File: src/rtl/silencer.sv
// Per-channel duty step limiter: walks each channel toward its new target by at most STEP
// counts per update, one channel per clock through a shared compare/add datapath.
module silencer #(
  parameter int WIDTH = 13,
  parameter int DEPTH = 10
) (
  input  logic             CLK,
  input  logic             RST_N,
  input  logic [WIDTH-1:0] STEP,
  input  logic [WIDTH-1:0] DUTY_IN  [0:DEPTH-1],
  input  logic             IN_VALID,
  output logic [WIDTH-1:0] DUTY_OUT [0:DEPTH-1],
  output logic             OUT_VALID,
  output logic             BUSY
);

  localparam int IDX_W = (DEPTH > 1) ? $clog2(DEPTH) : 1;
  localparam logic [IDX_W-1:0] LAST_IDX = IDX_W'(DEPTH - 1);

  localparam logic [1:0] ST_IDLE = 2'd0;
  localparam logic [1:0] ST_RUN  = 2'd1;
  localparam logic [1:0] ST_DONE = 2'd2;

  logic [1:0]       state_q, state_d;
  logic [IDX_W-1:0] idx_q, idx_d;
  logic [WIDTH-1:0] step_q, step_d;
  logic [WIDTH-1:0] target_q   [0:DEPTH-1];
  logic [WIDTH-1:0] target_d   [0:DEPTH-1];
  logic [WIDTH-1:0] cur_q      [0:DEPTH-1];
  logic [WIDTH-1:0] cur_d      [0:DEPTH-1];
  logic [WIDTH-1:0] pend_q     [0:DEPTH-1];
  logic [WIDTH-1:0] pend_d     [0:DEPTH-1];
  logic [WIDTH-1:0] duty_out_q [0:DEPTH-1];
  logic [WIDTH-1:0] duty_out_d [0:DEPTH-1];
  logic             pend_flag_q, pend_flag_d;
  logic             out_valid_q, out_valid_d;

  logic [WIDTH-1:0]        tgt_k, cur_k, next_k;
  logic signed [WIDTH:0]   diff;
  logic [WIDTH:0]          abs_diff;

  // Shared datapath: the result always lies between cur and target, so no wrap is possible.
  always_comb begin
    tgt_k    = target_q[idx_q];
    cur_k    = cur_q[idx_q];
    diff     = $signed({1'b0, tgt_k}) - $signed({1'b0, cur_k});
    abs_diff = diff[WIDTH] ? $unsigned(-diff) : $unsigned(diff);
    if ((step_q == '0) || (abs_diff <= {1'b0, step_q})) begin
      next_k = tgt_k;
    end else if (!diff[WIDTH]) begin
      next_k = cur_k + step_q;
    end else begin
      next_k = cur_k - step_q;
    end
  end

  always_comb begin
    state_d     = state_q;
    idx_d       = idx_q;
    step_d      = step_q;
    target_d    = target_q;
    cur_d       = cur_q;
    pend_d      = pend_q;
    pend_flag_d = pend_flag_q;
    duty_out_d  = duty_out_q;
    out_valid_d = 1'b0;
    case (state_q)
      ST_IDLE: begin
        if (IN_VALID) begin
          target_d = DUTY_IN;
          step_d   = STEP;
          idx_d    = '0;
          state_d  = ST_RUN;
        end
      end
      ST_RUN: begin
        cur_d[idx_q] = next_k;
        if (IN_VALID) begin
          pend_d      = DUTY_IN;
          pend_flag_d = 1'b1;
        end
        if (idx_q == LAST_IDX) begin
          state_d = ST_DONE;
        end else begin
          idx_d = idx_q + IDX_W'(1);
        end
      end
      ST_DONE: begin
        duty_out_d  = cur_q;
        out_valid_d = 1'b1;
        // A strobe arriving in this very cycle is newer than anything pending.
        if (IN_VALID || pend_flag_q) begin
          if (IN_VALID) begin
            target_d = DUTY_IN;
          end else begin
            target_d = pend_q;
          end
          pend_flag_d = 1'b0;
          step_d      = STEP;
          idx_d       = '0;
          state_d     = ST_RUN;
        end else begin
          state_d = ST_IDLE;
        end
      end
      default: state_d = ST_IDLE;
    endcase
  end

  always_ff @(posedge CLK or negedge RST_N) begin
    if (!RST_N) begin
      state_q     <= ST_IDLE;
      idx_q       <= '0;
      step_q      <= '0;
      target_q    <= '{default: '0};
      cur_q       <= '{default: '0};
      pend_q      <= '{default: '0};
      duty_out_q  <= '{default: '0};
      pend_flag_q <= 1'b0;
      out_valid_q <= 1'b0;
    end else begin
      state_q     <= state_d;
      idx_q       <= idx_d;
      step_q      <= step_d;
      target_q    <= target_d;
      cur_q       <= cur_d;
      pend_q      <= pend_d;
      duty_out_q  <= duty_out_d;
      pend_flag_q <= pend_flag_d;
      out_valid_q <= out_valid_d;
    end
  end

  assign DUTY_OUT  = duty_out_q;
  assign OUT_VALID = out_valid_q;
  assign BUSY      = (state_q != ST_IDLE);

endmodule

File: config.mk
export PLATFORM = sky130hd
export DESIGN_NAME = silencer
export DESIGN_NICKNAME = d
export VERILOG_FILES = /design/src/rtl/silencer.sv
export SDC_FILE = /design/constraint.sdc
export NUM_CORES = 1
export LEC_CHECK = 0
export CORE_UTILIZATION = 25
export DETAILED_ROUTE_END_ITERATION = 6
export PLACE_DENSITY_LB_ADDON = 0.15
export SLEW_MARGIN = 30
export SYNTH_ARGS = -nofsm -noshare
export SYNTH_HDL_FRONTEND = slang
export SYNTH_SLANG_ARGS = --single-unit
File: constraint.sdc
create_clock -name CLK -period 18.4 [get_ports CLK]
set_input_delay 3.68 -clock CLK [delete_from_list [all_inputs] [get_ports CLK]]
set_output_delay 3.68 -clock CLK [all_outputs]
set_load 0.03 [all_outputs]
==> results of run 1 <==
worst paths after layout:
kind / start / to / slack (ns) / cells past startpoint
setup / recovery: idx_q[0]$_DFFE_PN0P_ / cur_q[22]$_DFFE_PN0P_ / 11.04 / 21
setup reg to reg: idx_q[0]$_DFFE_PN0P_ / cur_q[22]$_DFFE_PN0P_ / 11.04 / 21
max in group asynchronous: RST_N / pend_q[16]$_DFFE_PN0P_ / 12.47 / 5
min in group asynchronous: RST_N / cur_q[74]$_DFFE_PN0P_ / 2.95 / 1
hold reg to reg: DUTY_OUT[4]$_DFFE_PN0P_ / DUTY_OUT[4]$_DFFE_PN0P_ / 0.47 / 2
hold / removal: DUTY_OUT[4]$_DFFE_PN0P_ / DUTY_OUT[4]$_DFFE_PN0P_ / 0.47 / 2
placed cells by master, fill, tap and decap left out, types with 17 or more instances in the layout:
cell type and instances:
a21oi_1 24, buf_4 19, clkbuf_16 68, clkbuf_8 17, clkdlybuf4s50_1 276, dfrtp_1 538, ha_1 44, inv_1 36
mux2_2 151, mux2i_1 184, mux4_2 52, nand2_1 660, nor2_1 52, o21ai_0 165, o21ai_1 91, xnor2_1 29
kinds of logic after synthesis:
kind of cell               after synthesis  share of synthesized area [%]
AOI/OAI and AO/OA                      368                           8.28
xor gates and xnor gates                39                           1.36
adders and majority gates               46                           2.35
buffers and inverters                  176                           2.68
DFF                                    541                           53.8
muxes                                  397                           19.3
and+or+nand+nor                        781                           12.3
synth_stat cells, drive strengths merged, types with 2 or more instances:
library cell	number	area (sq um)
a2111oi	2	17.5
a211o	2	17.5
a211oi	5	37.5
a21o	11	82.6
a21oi	24	120
a31oi	11	68.8
a41oi	3	26.3
and3	5	31.3
buf	26	113
clkbuf	112	420
dfrtp	541	13500
fa	2	40.0
ha	44	551
inv	37	139
mux2	151	1700
mux2i	194	1980
mux4	52	1170
nand2	663	2500
nand2b	9	56.3
nand3	9	45.0
nand3b	2	15.0
nand4	5	31.3
nor2	53	199
nor2b	8	50.1
nor3	13	65.1
nor4	2	12.5
o2111ai	2	17.5
o211ai	3	22.5
o21a	8	60.1
o21ai	256	1280
o22a	14	123
o22ai	13	81.3
o31ai	3	22.5
or2	3	18.8
or3	4	25.0
xnor2	29	254
xor2	10	87.6
area by class of cell:
type                       instances  share of cell area, %
sequential                       541                   42.8
multi-input combinational       1631                   34.8
timing repair buffer             304                   9.63
clock buffer                      99                   6.29
tap                             1298                   5.14
clock inverter                    19                  0.871
inverter                          38                  0.459
worst max-delay path: stages, from the launching register on:
cell       delay (ns)
dfrtp_4          0.73
buf_4            0.76
mux4_2           0.65
mux2i_1          0.20
o22ai_1          0.24
ha_1             0.42
nor2_1           0.11
a211oi_1         0.41
o2111ai_1        0.26
a21oi_1          0.20
buf_4            0.26
mux2i_1          0.36
ha_1             0.29
nor2b_1          0.14
o31a_1           0.27
o211a_1          0.26
o21a_1           0.19
o21a_1           0.20
nor2_1           0.12
xnor2_1          0.09
mux2i_2          0.77
o21ai_1          0.16
sequential cells by signal, summed over array words and instances, names as in the netlist:
| register | count |
|---|---|
| OUT_VALID | 1 |
| cur_q | 130 |
| pend_q | 130 |
| step_q | 13 |
| DUTY_OUT | 130 |
| target_q | 130 |
| idx_q | 4 |
| pend_flag_q | 1 |
| state_q | 2 |
per-layer routing:
metal,part of all wire [%],up-vias,wire [um]
met5,0,-,0
met4,1.9,0,1550
met3,4.4,104,3620
met2,49,359,40800
met1,45,9040,37200
li1,-,8574,-
metrics by stage:
stage          hold slack [ns]  worst slack [ns]  util (%)  std cells  instance area, sq um
6_report                 0.471             11.04      31.7       3930                 31600
5_1_grt                  0.493             10.60      31.7       3930                 31600
4_1_cts                  0.479             10.94      31.6       3928                 31500
3_5_place_dp             0.465             10.99      29.3       3810                 29300
3_3_place_gp             0.458             10.89      29.3       3810                 29300
2_1_floorplan            0.445             11.57         -       2348                 25200
==> reports/qor.txt, run 1 <==
status = completed
initial antenna violation count = 0
P&R area growth vs syn = 25.6%
GRT busiest layer = met2
Rows = 116
first-pass GRT wire length = 126 mm
Sinks on Clock Net = 541
Worst-path clk slew = 0.06 ns
WL final = 83.2 mm
clock buffer depth = 3
Multi-input gate area = 11000 sq um
Post-CTS Resized = 0
period utilisation layout = 40.0%
Mapped Area = 25200 sq um
setup violators final = 0
max-cap violations = 0
cells after synthesis = 2348
setup_tns = 0 ns
# Post-CTS Setup Buffers = 0
Initial Util = 25.2%
layout cells sized above 1 = 13.8%
CTS tree = done
core area = 99900 sq um
hold_buf cts = 0
die width = 319 um
# diodes = 0
Final Hold Vio Count = 0
clk_skew = 0.0443 ns
Crit. End Element = register
Main synth FF type = dfrtp_1
vias in the first global route = 18795
Post-Syn Area per Cell = 10.7 sq um
Post-synth EDFFs = 0
WP data required = 18.84 ns
Setup CP Type = register to register
vias = 18077
WL/cell = 21.2 um
minimum clock period = 7.36 ns
fin. max-slew vios = 0
unrepaired setup endpoints after global routing = no
Yosys reg bits = 541
fillcell total = 10284
# IOs = 278
DP HPWL = 60.7 mm
actual slew at the worst max-slew pin = 0.978 ns
M1 GR Usage = 21.6%
Max Fanout on Critical Path = 41
die height = 319 um
DR vias/cell = 4.60
Seq. cell area = 13500 sq um
DRC Markers = 0
Syn Nets = 2540
hold crit path type = register to register
Rel. slew slack = 33.5%
Skew-Pair Late Insertion Delay = 0.64 ns
depth of the CTS H-tree = 3
CP Launch Type = register
Yosys warnings = 0
RePlAce Congestion = 0.867
DR iter-0 viols = 1001
worst endpoint data arrival time = 7.80 ns
number of port buffers = 277
GR Util met3 = 2.61%
Die ar. = 102000 sq um
largest net degree at the start of global routing = 112
Overflow after GRT = 0
ys async rst share = 100%
Root Buffer = clkbuf_16
ANT nets after route = 0
Nets = 2775
sequential area share after synthesis = 53.8%
Peak Freq = 136 MHz
met2 Usage GRT = 27.8%
DRT Pass-1 Iters = 5
total CTS buffers = 67
Yosys cell types = 61
total track usage = 16.4%
Power of run 1 is not shown: default switching activity piles up to over one toggle a cycle in this logic, so the estimate is an artifact.
==> run 2: changes to the inputs <==
Clock period 18.4 ns to 7.5 ns, I/O delays scaled along.
==> run 2 against run 1 <==
- via count up 1.3%
- die area unchanged
- maximum frequency up 13%
- global-route usage about the same
- register-to-register slack worse by 10 ns
- cell area up 0.34%
- critical path depth down 1
- worst setup slack worse by 10 ns
- critical path type unchanged
==> reports/qor.txt, run 2 (synthesized netlist as in run 1, its figures left out) <==
status = completed
DP HPWL = 60.6 mm
Final Hold Vio Count = 0
Root Buffer = clkbuf_16
setup_tns = 0 ns
vias in the first global route = 18984
clk_skew = 0.0411 ns
Worst Hold Depth = 2
fin util = 31.8%
# Post-CTS Setup Buffers = 0
Crit. End Element = register
# IOs = 278
hold_buf cts = 0
Post-CTS Resized = 0
Worst-path clk slew = 0.06 ns
core area = 99900 sq um
DR iter-0 viols = 1173
worst reg2reg setup slack = 1.00 ns
Max Fanout on Critical Path = 20
Nets = 2789
CP cell instances = buf_4 > mux4_2 > mux2i_1 > o22ai_1 > ha_1 > nor2_1 > a211oi_1 > o2111ai_1 > a21oi_1 > mux2i_1 > ha_1 > nor2b_1 > o31a_1 > o211a_1 > o21a_1 > o21a_1 > o41ai_1 > xnor2_1 > mux2_2 > mux2_2
Die ar. = 102000 sq um
worst endpoint data arrival time = 7.00 ns
crit-path max cell delay = 0.57 ns
die height = 319 um
Overflow after GRT = 0
first-pass GRT wire length = 126 mm
worst-case reg-to-reg path depth = 20
DRC Markers = 0
Skew-Pair Late Insertion Delay = 0.64 ns
Setup CP Type = register to register
total CTS buffers = 69
WL/cell = 21.2 um
Sinks on Clock Net = 541
max-cap violations = 0
vias = 18311
die width = 319 um
crit-path leading delay family = compound AO/OA/AOI/OAI gates
depth of the CTS H-tree = 3
WL final = 83.5 mm
WP data required = 8.00 ns
largest net degree at the start of global routing = 257
hold crit path type = register to register
layout cells sized above 1 = 14.0%
ANT nets after route = 0
Initial Util = 25.2%
actual slew at the worst max-slew pin = 0.993 ns
CP bufs+invs = 1
P&R area growth vs syn = 26.0%
Rel. slew slack = 33.8%
DRT Pass-1 Iters = 5
RePlAce Congestion = 0.835
Rows = 116
number of port buffers = 277
total track usage = 16.4%
Peak Freq = 154 MHz
DR vias/cell = 4.65
most common cell after layout, fill and taps aside = nand2_1
initial antenna violation count = 1
most frequent cells in the layout = nand2_1 (660), dfrtp_1 (538), clkdlybuf4s50_1 (276)
unrepaired setup endpoints after global routing = no
CP Launch Type = register
fin. max-slew vios = 0
cell count along the critical path = 20
CTS tree = done
setup violators final = 0
period utilisation layout = 86.6%
clock buffer depth = 3
slowest stage cell, crit path = dfrtp_4
minimum clock period = 6.50 ns
==> run 2: cell types whose count changed in the layout (fill, tap and decap cells not counted), moves of 2 or more <==
| cell | previous run | this run |
|---|---|---|
| buf_4 | 19 | 29 |
| buf_12 | 0 | 7 |
| clkbuf_8 | 17 | 11 |
| buf_6 | 6 | 1 |
| clkbuf_16 | 68 | 71 |
| clkinv_2 | 8 | 6 |
| clkinvlp_4 | 0 | 2 |
| inv_6 | 2 | 0 |
==> run 2: cell type report <==
class,instances,area [sq um]
clock inverters,17,236
repair buffers,316,3200
diodes,1,2.50
well taps,1298,1620
clock buffers,95,1980
flip-flops and latches,541,13500
fillers,10276,68100
inverters,38,145
multi-input cells,1631,11000
==> run 2: per-stage QoR <==
| stage | setup slack, ns | cells | cell area (sq um) | hold WS [ns] |
|---|---|---|---|---|
| global placement | 1.12 | 3822 | 29400 | 0.457 |
| global route | 0.564 | 3936 | 31700 | 0.492 |
| floorplan | 0.674 | 2348 | 25200 | 0.445 |
| finish | 1.00 | 3937 | 31700 | 0.474 |
| CTS | 0.986 | 3934 | 31700 | 0.479 |
| detailed placement | 0.995 | 3822 | 29400 | 0.467 |
==> run 2: worst paths after layout <==
| path | startpoint | end |
|---|---|---|
| worst max-delay path | idx_q[0]$_DFFE_PN0P_ | cur_q[11]$_DFFE_PN0P_ |
| max in group asynchronous | RST_N | DUTY_OUT[99]$_DFFE_PN0P_ |
| worst min-delay path | DUTY_OUT[121]$_DFFE_PN0P_ | DUTY_OUT[121]$_DFFE_PN0P_ |
| min in group asynchronous | RST_N | DUTY_OUT[84]$_DFFE_PN0P_ |
| worst min register to register | DUTY_OUT[121]$_DFFE_PN0P_ | DUTY_OUT[121]$_DFFE_PN0P_ |
| worst max register to register | idx_q[0]$_DFFE_PN0P_ | cur_q[11]$_DFFE_PN0P_ |
==> run 2: layer usage <==
layer,part of all wire [%],global-route usage [%],up-vias,wire length [um]
li1,-,-,8616,-
met1,46,22.2,9158,38300
met2,48,27.1,434,40000
met3,3.8,2.43,103,3150
met4,2.5,4.80,0,2090
met5,0,0,-,0
==> run 2: tightest hold or removal path, cell delays in order (launching register included) <==
cell	delay (ns)
dfrtp_1	0.34
nand2_1	0.05
nand2_1	0.05
Power of run 2 is left out for the same reason.
